--- config.mk ---
export PLATFORM = sky130hd
export DESIGN_NAME = msrv32_wb_pipe_unit
export DESIGN_NICKNAME = d
export VERILOG_FILES = /design/src/rtl/msrv32_pkg.sv /design/src/rtl/msrv32_wb_skid_buf.sv /design/src/rtl/msrv32_wb_pipe_unit.sv
export SDC_FILE = /design/constraint.sdc
export NUM_CORES = 1
export LEC_CHECK = 0
export CAP_MARGIN = 20
export CELL_PAD_IN_SITES_DETAIL_PLACEMENT = 2
export CELL_PAD_IN_SITES_GLOBAL_PLACEMENT = 2
export CORE_MARGIN = 2
export CORE_UTILIZATION = 17
export DETAILED_ROUTE_END_ITERATION = 12
export PLACE_DENSITY_LB_ADDON = 0.1
export SLEW_MARGIN = 20
export SYNTH_ARGS = -nofsm -noshare
export SYNTH_HDL_FRONTEND = slang
export SYNTH_SLANG_ARGS = --single-unit
export TNS_END_PERCENT = 5
--- constraint.sdc ---
create_clock -name ms_riscv32_mp_clk_in -period 3 [get_ports ms_riscv32_mp_clk_in]
set_clock_uncertainty 0.15 [all_clocks]
set_input_delay 0.6 -clock ms_riscv32_mp_clk_in [delete_from_list [all_inputs] [get_ports ms_riscv32_mp_clk_in]]
set_output_delay 0.6 -clock ms_riscv32_mp_clk_in [all_outputs]
set_load 0.05 [all_outputs]
--- src/rtl/msrv32_pkg.sv ---
// Shared write-back definitions: source select encodings and buffer depth.
package msrv32_pkg;

  typedef enum logic [2:0] {
    WB_ALU     = 3'd0,
    WB_LU      = 3'd1,
    WB_IMM     = 3'd2,
    WB_IADDER  = 3'd3,
    WB_CSR     = 3'd4,
    WB_PC_PLUS = 3'd5
  } wb_sel_e;

  localparam int          WB_FIFO_DEPTH = 2;
  localparam int unsigned WB_LAST_SRC   = 32'(WB_PC_PLUS);
  localparam int unsigned WB_LU_SEL     = 32'(WB_LU);

endpackage

--- src/rtl/msrv32_wb_skid_buf.sv ---
// Two-entry in-order buffer; exposes the head and the entry behind it so the
// parent can search both for operand forwarding.
module msrv32_wb_skid_buf
  import msrv32_pkg::*;
#(
  parameter int W = 32
) (
  input  logic         clk_i,
  input  logic         rst_ni,
  input  logic         flush_i,
  input  logic         push_i,
  input  logic [W-1:0] data_i,
  input  logic         pop_i,
  output logic [W-1:0] head_o,
  output logic [W-1:0] next_o,
  output logic [1:0]   count_o
);

  logic [W-1:0] mem_q [WB_FIFO_DEPTH];
  logic         rd_ptr_q, wr_ptr_q;
  logic [1:0]   count_q, count_d;
  logic         push_ok, pop_ok;

  assign push_ok = push_i & ~flush_i & (count_q != 2'd2);
  assign pop_ok  = pop_i  & ~flush_i & (count_q != 2'd0);

  always_comb begin
    count_d = count_q;
    if (flush_i) begin
      count_d = 2'd0;
    end else begin
      case ({push_ok, pop_ok})
        2'b10:   count_d = count_q + 2'd1;
        2'b01:   count_d = count_q - 2'd1;
        default: count_d = count_q;
      endcase
    end
  end

  always_ff @(posedge clk_i or negedge rst_ni) begin
    if (!rst_ni) begin
      count_q  <= 2'd0;
      rd_ptr_q <= 1'b0;
      wr_ptr_q <= 1'b0;
    end else begin
      count_q <= count_d;
      if (flush_i) begin
        rd_ptr_q <= 1'b0;
        wr_ptr_q <= 1'b0;
      end else begin
        if (push_ok) wr_ptr_q <= ~wr_ptr_q;
        if (pop_ok)  rd_ptr_q <= ~rd_ptr_q;
      end
    end
  end

  // Storage carries no reset: entries are only observed through count_q.
  always_ff @(posedge clk_i) begin
    if (push_ok) mem_q[wr_ptr_q] <= data_i;
  end

  assign head_o  = mem_q[rd_ptr_q];
  assign next_o  = mem_q[~rd_ptr_q];
  assign count_o = count_q;

endmodule

--- src/rtl/msrv32_wb_pipe_unit.sv ---
// Write-back stage: source mux, 2-deep request buffer toward the register
// file, forwarding lookup over buffered results, and sticky select error.
module msrv32_wb_pipe_unit
  import msrv32_pkg::*;
#(
  parameter  int XLEN    = 32,
  parameter  int NUM_SRC = 8,
  parameter  int RADDR_W = 5,
  localparam int SEL_W   = $clog2(NUM_SRC),
  localparam int EW      = XLEN + RADDR_W + 1
) (
  input  logic                    ms_riscv32_mp_clk_in,
  input  logic                    ms_riscv32_mp_rst_n_in,
  input  logic                    in_valid_in,
  output logic                    in_ready_out,
  input  logic [SEL_W-1:0]        wb_mux_sel_in,
  input  logic [NUM_SRC*XLEN-1:0] src_data_in,
  input  logic                    lu_valid_in,
  input  logic [RADDR_W-1:0]      rd_addr_in,
  input  logic                    rf_wr_en_in,
  input  logic                    alu_src_in,
  input  logic [XLEN-1:0]         rs_2_in,
  input  logic [XLEN-1:0]         imm_in,
  output logic [XLEN-1:0]         alu_2nd_src_out,
  input  logic                    flush_in,
  output logic                    out_valid_out,
  input  logic                    out_ready_in,
  output logic [XLEN-1:0]         wb_data_out,
  output logic [RADDR_W-1:0]      rd_addr_out,
  output logic                    rf_wr_en_out,
  input  logic [RADDR_W-1:0]      fwd_rs_addr_in,
  output logic                    fwd_hit_out,
  output logic [XLEN-1:0]         fwd_data_out,
  output logic                    sel_err_out
);

  logic [XLEN-1:0] push_data;
  logic [EW-1:0]   head, next;
  logic [1:0]      count;
  logic            sel_ok, lu_ok, push, pop, sel_err_q;
  int unsigned     sel_u, src_idx;

  assign alu_2nd_src_out = alu_src_in ? rs_2_in : imm_in;

  always_comb begin
    sel_u     = 32'(wb_mux_sel_in);
    sel_ok    = (sel_u < $unsigned(NUM_SRC)) && (sel_u <= WB_LAST_SRC);
    src_idx   = sel_ok ? sel_u : 32'd0;
    push_data = src_data_in[src_idx*XLEN +: XLEN];
    lu_ok     = (sel_u != WB_LU_SEL) | lu_valid_in;
  end

  // Ready drops during reset so nothing upstream sees a phantom acceptance.
  assign in_ready_out  = ms_riscv32_mp_rst_n_in & (count != 2'd2) & ~flush_in;
  assign push          = in_valid_in & in_ready_out & lu_ok;
  assign out_valid_out = (count != 2'd0);
  assign pop           = out_valid_out & out_ready_in;

  msrv32_wb_skid_buf #(.W(EW)) u_buf (
    .clk_i   (ms_riscv32_mp_clk_in),
    .rst_ni  (ms_riscv32_mp_rst_n_in),
    .flush_i (flush_in),
    .push_i  (push),
    .data_i  ({push_data, rd_addr_in, rf_wr_en_in & (rd_addr_in != '0)}),
    .pop_i   (pop),
    .head_o  (head),
    .next_o  (next),
    .count_o (count)
  );

  assign wb_data_out  = out_valid_out ? head[EW-1 -: XLEN]   : '0;
  assign rd_addr_out  = out_valid_out ? head[RADDR_W:1]      : '0;
  assign rf_wr_en_out = out_valid_out & head[0];

  // The entry behind the head is the younger one and wins on a double hit.
  always_comb begin
    fwd_hit_out  = 1'b0;
    fwd_data_out = '0;
    if (fwd_rs_addr_in != '0) begin
      if (count == 2'd2 && next[0] && next[RADDR_W:1] == fwd_rs_addr_in) begin
        fwd_hit_out  = 1'b1;
        fwd_data_out = next[EW-1 -: XLEN];
      end else if (count != 2'd0 && head[0] && head[RADDR_W:1] == fwd_rs_addr_in) begin
        fwd_hit_out  = 1'b1;
        fwd_data_out = head[EW-1 -: XLEN];
      end
    end
  end

  always_ff @(posedge ms_riscv32_mp_clk_in or negedge ms_riscv32_mp_rst_n_in) begin
    if (!ms_riscv32_mp_rst_n_in) begin
      sel_err_q <= 1'b0;
    end else if (push && !sel_ok) begin
      sel_err_q <= 1'b1;
    end
  end

  assign sel_err_out = sel_err_q;

endmodule

==> metrics, run 1 <==
status=finished with violations; failing checks=setup timing; Die W=197 µm; Num CTS Buffers=9; Reg clk slew, reported paths=0.06 ns; Critical Path AT=2.84 ns; CTS max path bufs=2; Leakage=4.71 nW; critical path cell sequence=buf_4 > mux2i_2 > xnor2_1 > nor4_2 > buf_4 > a211oi_4 > buf_12 > clkbuf_16 > a221oi_1 > buf_4 > nor3_4 > buf_12; DRC Markers=0; commonest cells in the netlist=nand2_1, edfxtp_1, mux2_2; Final ANT Viol Nets=0; core area=36700 µm²; Switching Fraction=0.326; Synth area leaders=edfxtp_1, mux2_2, mux2i_1, a221oi_1, nand2_1; Psw=1.31 mW; Slew headroom=0.556; Yosys reg bits=81; clock sinks=81; final net count=1416; DP Area=12200 µm²; placed wire-length estimate=30700 µm; Area growth, synth to finish=102%; Final Setup Violations=33; vias=7077; htree depth=3; largest net degree at the start of global routing=67; fraction of layout cells with a size suffix above 1=0.348; crit path max fanout=11; PortBufs=382; worst slew pin tran=0.659 ns; Post-Syn Area=6350 µm²; Critical Path Max Stage Delay=0.53 ns; Setup TNS Final=-18.13 ns; clk_lat worst skew=0.35 ns; Die Ht=197 µm; pwr dens=312 nW/µm²; Synth cell types=39; Avg Inst Size Synth=10.0 µm²; antenna violations before repair=7; placer congestion estimate=0.802; I/O pin total=447; Pre-antenna DRT Iters=4; synthesis warning total=0; top-count cell post-synth=nand2_1; first-pass GRT wire length=51800 µm; design area=12800 µm²; Clock power frac=0.263; maximum clock frequency=278 MHz; Worst Setup End Kind=primary output; grt ovf=0; Clock Tree Root=clkbuf_16; top_reg_cell synth=edfxtp_1; CP bufs+invs=6; Rows=70; CTS tree=done; Hold/Removal Path Class=reg -> reg; Crit path top cell by count=buf_4; crit path max-delay cell type=dfrtp_4; power share of the sequential group=0.328; fin worst setup slack=-0.594 ns; sequential area share after synthesis=0.379; Synth top area share=0.359; Avg WL per Cell=23.6 µm; ys async rst share=0.0617; Int Pwr=2.69 mW; WL final=36600 µm; GRT Total Usage=0.185; CTS Hold Bufs=0; Max VDD drop=0.000205 V; CP top delay family=buffers and inverters; number of synthesized flops with an enable pin=76; initial DRC count=188; count of final max-slew check failures=0; die area=38900 µm²; RSZ-0062 raised after global routing=yes; final hold violations=0; fin crit share=1.20; Post-Syn Instances=634; diodes inserted=0; worst path required time=2.25 ns; combinational group share of total power=0.409; largest area contributor in the netlist=edfxtp_1; initial cell density of the core=0.173; Worst Setup Path Type=reg -> out; crit path time final=3.59 ns; Setup crit start kind=register; vias per cell=4.57; Synth Net Count=975; max_cap viols=0; vias in the first global route=7731
metal layers:
metal	up-vias	share of wire	track usage
li1	3331	-	-
met1	3499	0.37	0.202
met2	218	0.57	0.366
met3	23	0.052	0.0386
met4	6	0.0075	0.0317
met5	-	0.00098	0
metrics by stage:
step / hold WS [ns] / utilization / power (mW) / worst slack, ns / instances
floorplan: 0.154 / - / 2.06 / -0.115 / 634
global placement: 0.312 / 0.333 / 2.96 / -0.562 / 1522
detailed placement: 0.323 / 0.333 / 2.98 / -0.611 / 1522
CTS: 0.338 / 0.346 / 4.08 / -0.667 / 1545
global route: 0.349 / 0.350 / 4.20 / -0.751 / 1548
finish: 0.335 / 0.350 / 4.00 / -0.594 / 1548
final cells by class:
class	instances	area, µm²
Clock inverter	7	53.8
Tap cell	468	586
Clock buffer	9	225
Inverter	4	15.0
Multi-Input combinational cell	487	4190
Fill cell	3905	23900
Timing Repair Buffer	492	5350
Sequential cell	81	2410
final timing paths:
check | end | cells past startpoint | slack [ns] | startpoint
max in group asynchronous | u_buf.rd_ptr_q$_DFFE_PN0P_ | 2 | 2.15 | ms_riscv32_mp_rst_n_in
max reg2reg | u_buf.mem_q[0][14]$_DFFE_PP_ | 7 | 0.89 | u_buf.count_o[1]$_DFFE_PN0P_
max | fwd_data_out[18] | 12 | -0.59 | u_buf.rd_ptr_q$_DFFE_PN0P_
min in group asynchronous | sel_err_out$_DFFE_PN0P_ | 2 | 0.41 | ms_riscv32_mp_rst_n_in
min reg2reg | sel_err_out$_DFFE_PN0P_ | 1 | 0.34 | sel_err_out$_DFFE_PN0P_
min | sel_err_out$_DFFE_PN0P_ | 1 | 0.34 | sel_err_out$_DFFE_PN0P_
power by group through the flow:
stage | combinational, mW | clock (mW) | sequential (mW)
2_1_floorplan | 0.726 | 0 | 1.34
3_3_place_gp | 1.63 | 0 | 1.33
3_5_place_dp | 1.64 | 0 | 1.33
4_1_cts | 1.66 | 1.10 | 1.31
5_1_grt | 1.74 | 1.14 | 1.31
6_report | 1.64 | 1.05 | 1.31
worst register-to-register path, delay by kind of cell (launching register included):
kind / cells / cell delay [ns]
flops: 1 / 0.38
simple gates: 4 / 0.76
buf+inv: 3 / 0.53
state kept, by name, indices dropped and copies added (netlist names):
| register | flops |
|---|---|
| sel_err_out | 1 |
| u_buf.mem_q | 76 |
| u_buf.rd_ptr_q | 1 |
| u_buf.wr_ptr_q | 1 |
| u_buf.count_o | 2 |
kinds of logic after synthesis:
| logic type | after synthesis | synth area share |
|---|---|---|
| and+or+nand+nor | 191 | 0.133 |
| muxes | 144 | 0.261 |
| AOI/OAI and AO/OA | 139 | 0.161 |
| DFF | 81 | 0.379 |
| buffers and inverters | 66 | 0.0483 |
| xor gates and xnor gates | 13 | 0.0179 |
layout by cell type, fill, tap and decap left out, drive strengths merged, types with 11 or more instances in the layout:
cell type and n:
clkbuf 11, nor2 47, mux2i 64, a31oi 11, edfxtp 76, nor3 31, nand3 15, o21ai 48
clkdlybuf4s50 275, a221oi 62, mux2 70, buf 210, nand2 83
timing repair:
item | in CTS | in global routing
gates resized for setup | 34 | 15
setup buffers | 6 | 1
pin swaps | 2 | 6
cloned | 1 | 2
endpoints found under the setup margin | 69 | 39
Power figures use the tool's default switching activity.
==> inputs of run 2 (changes only) <==
--- a/config.mk
+++ b/config.mk
@@ -5,7 +5,8 @@
 export SDC_FILE = /design/constraint.sdc
 export NUM_CORES = 1
 export LEC_CHECK = 0
-export CAP_MARGIN = 20
+export ABC_CLOCK_PERIOD_IN_PS = 3000
+export CAP_MARGIN = 10
 export CELL_PAD_IN_SITES_DETAIL_PLACEMENT = 2
 export CELL_PAD_IN_SITES_GLOBAL_PLACEMENT = 2
 export CORE_MARGIN = 2
==> results of run 2 <==
Final layout, timing and power as in run 1 (identical DEF).
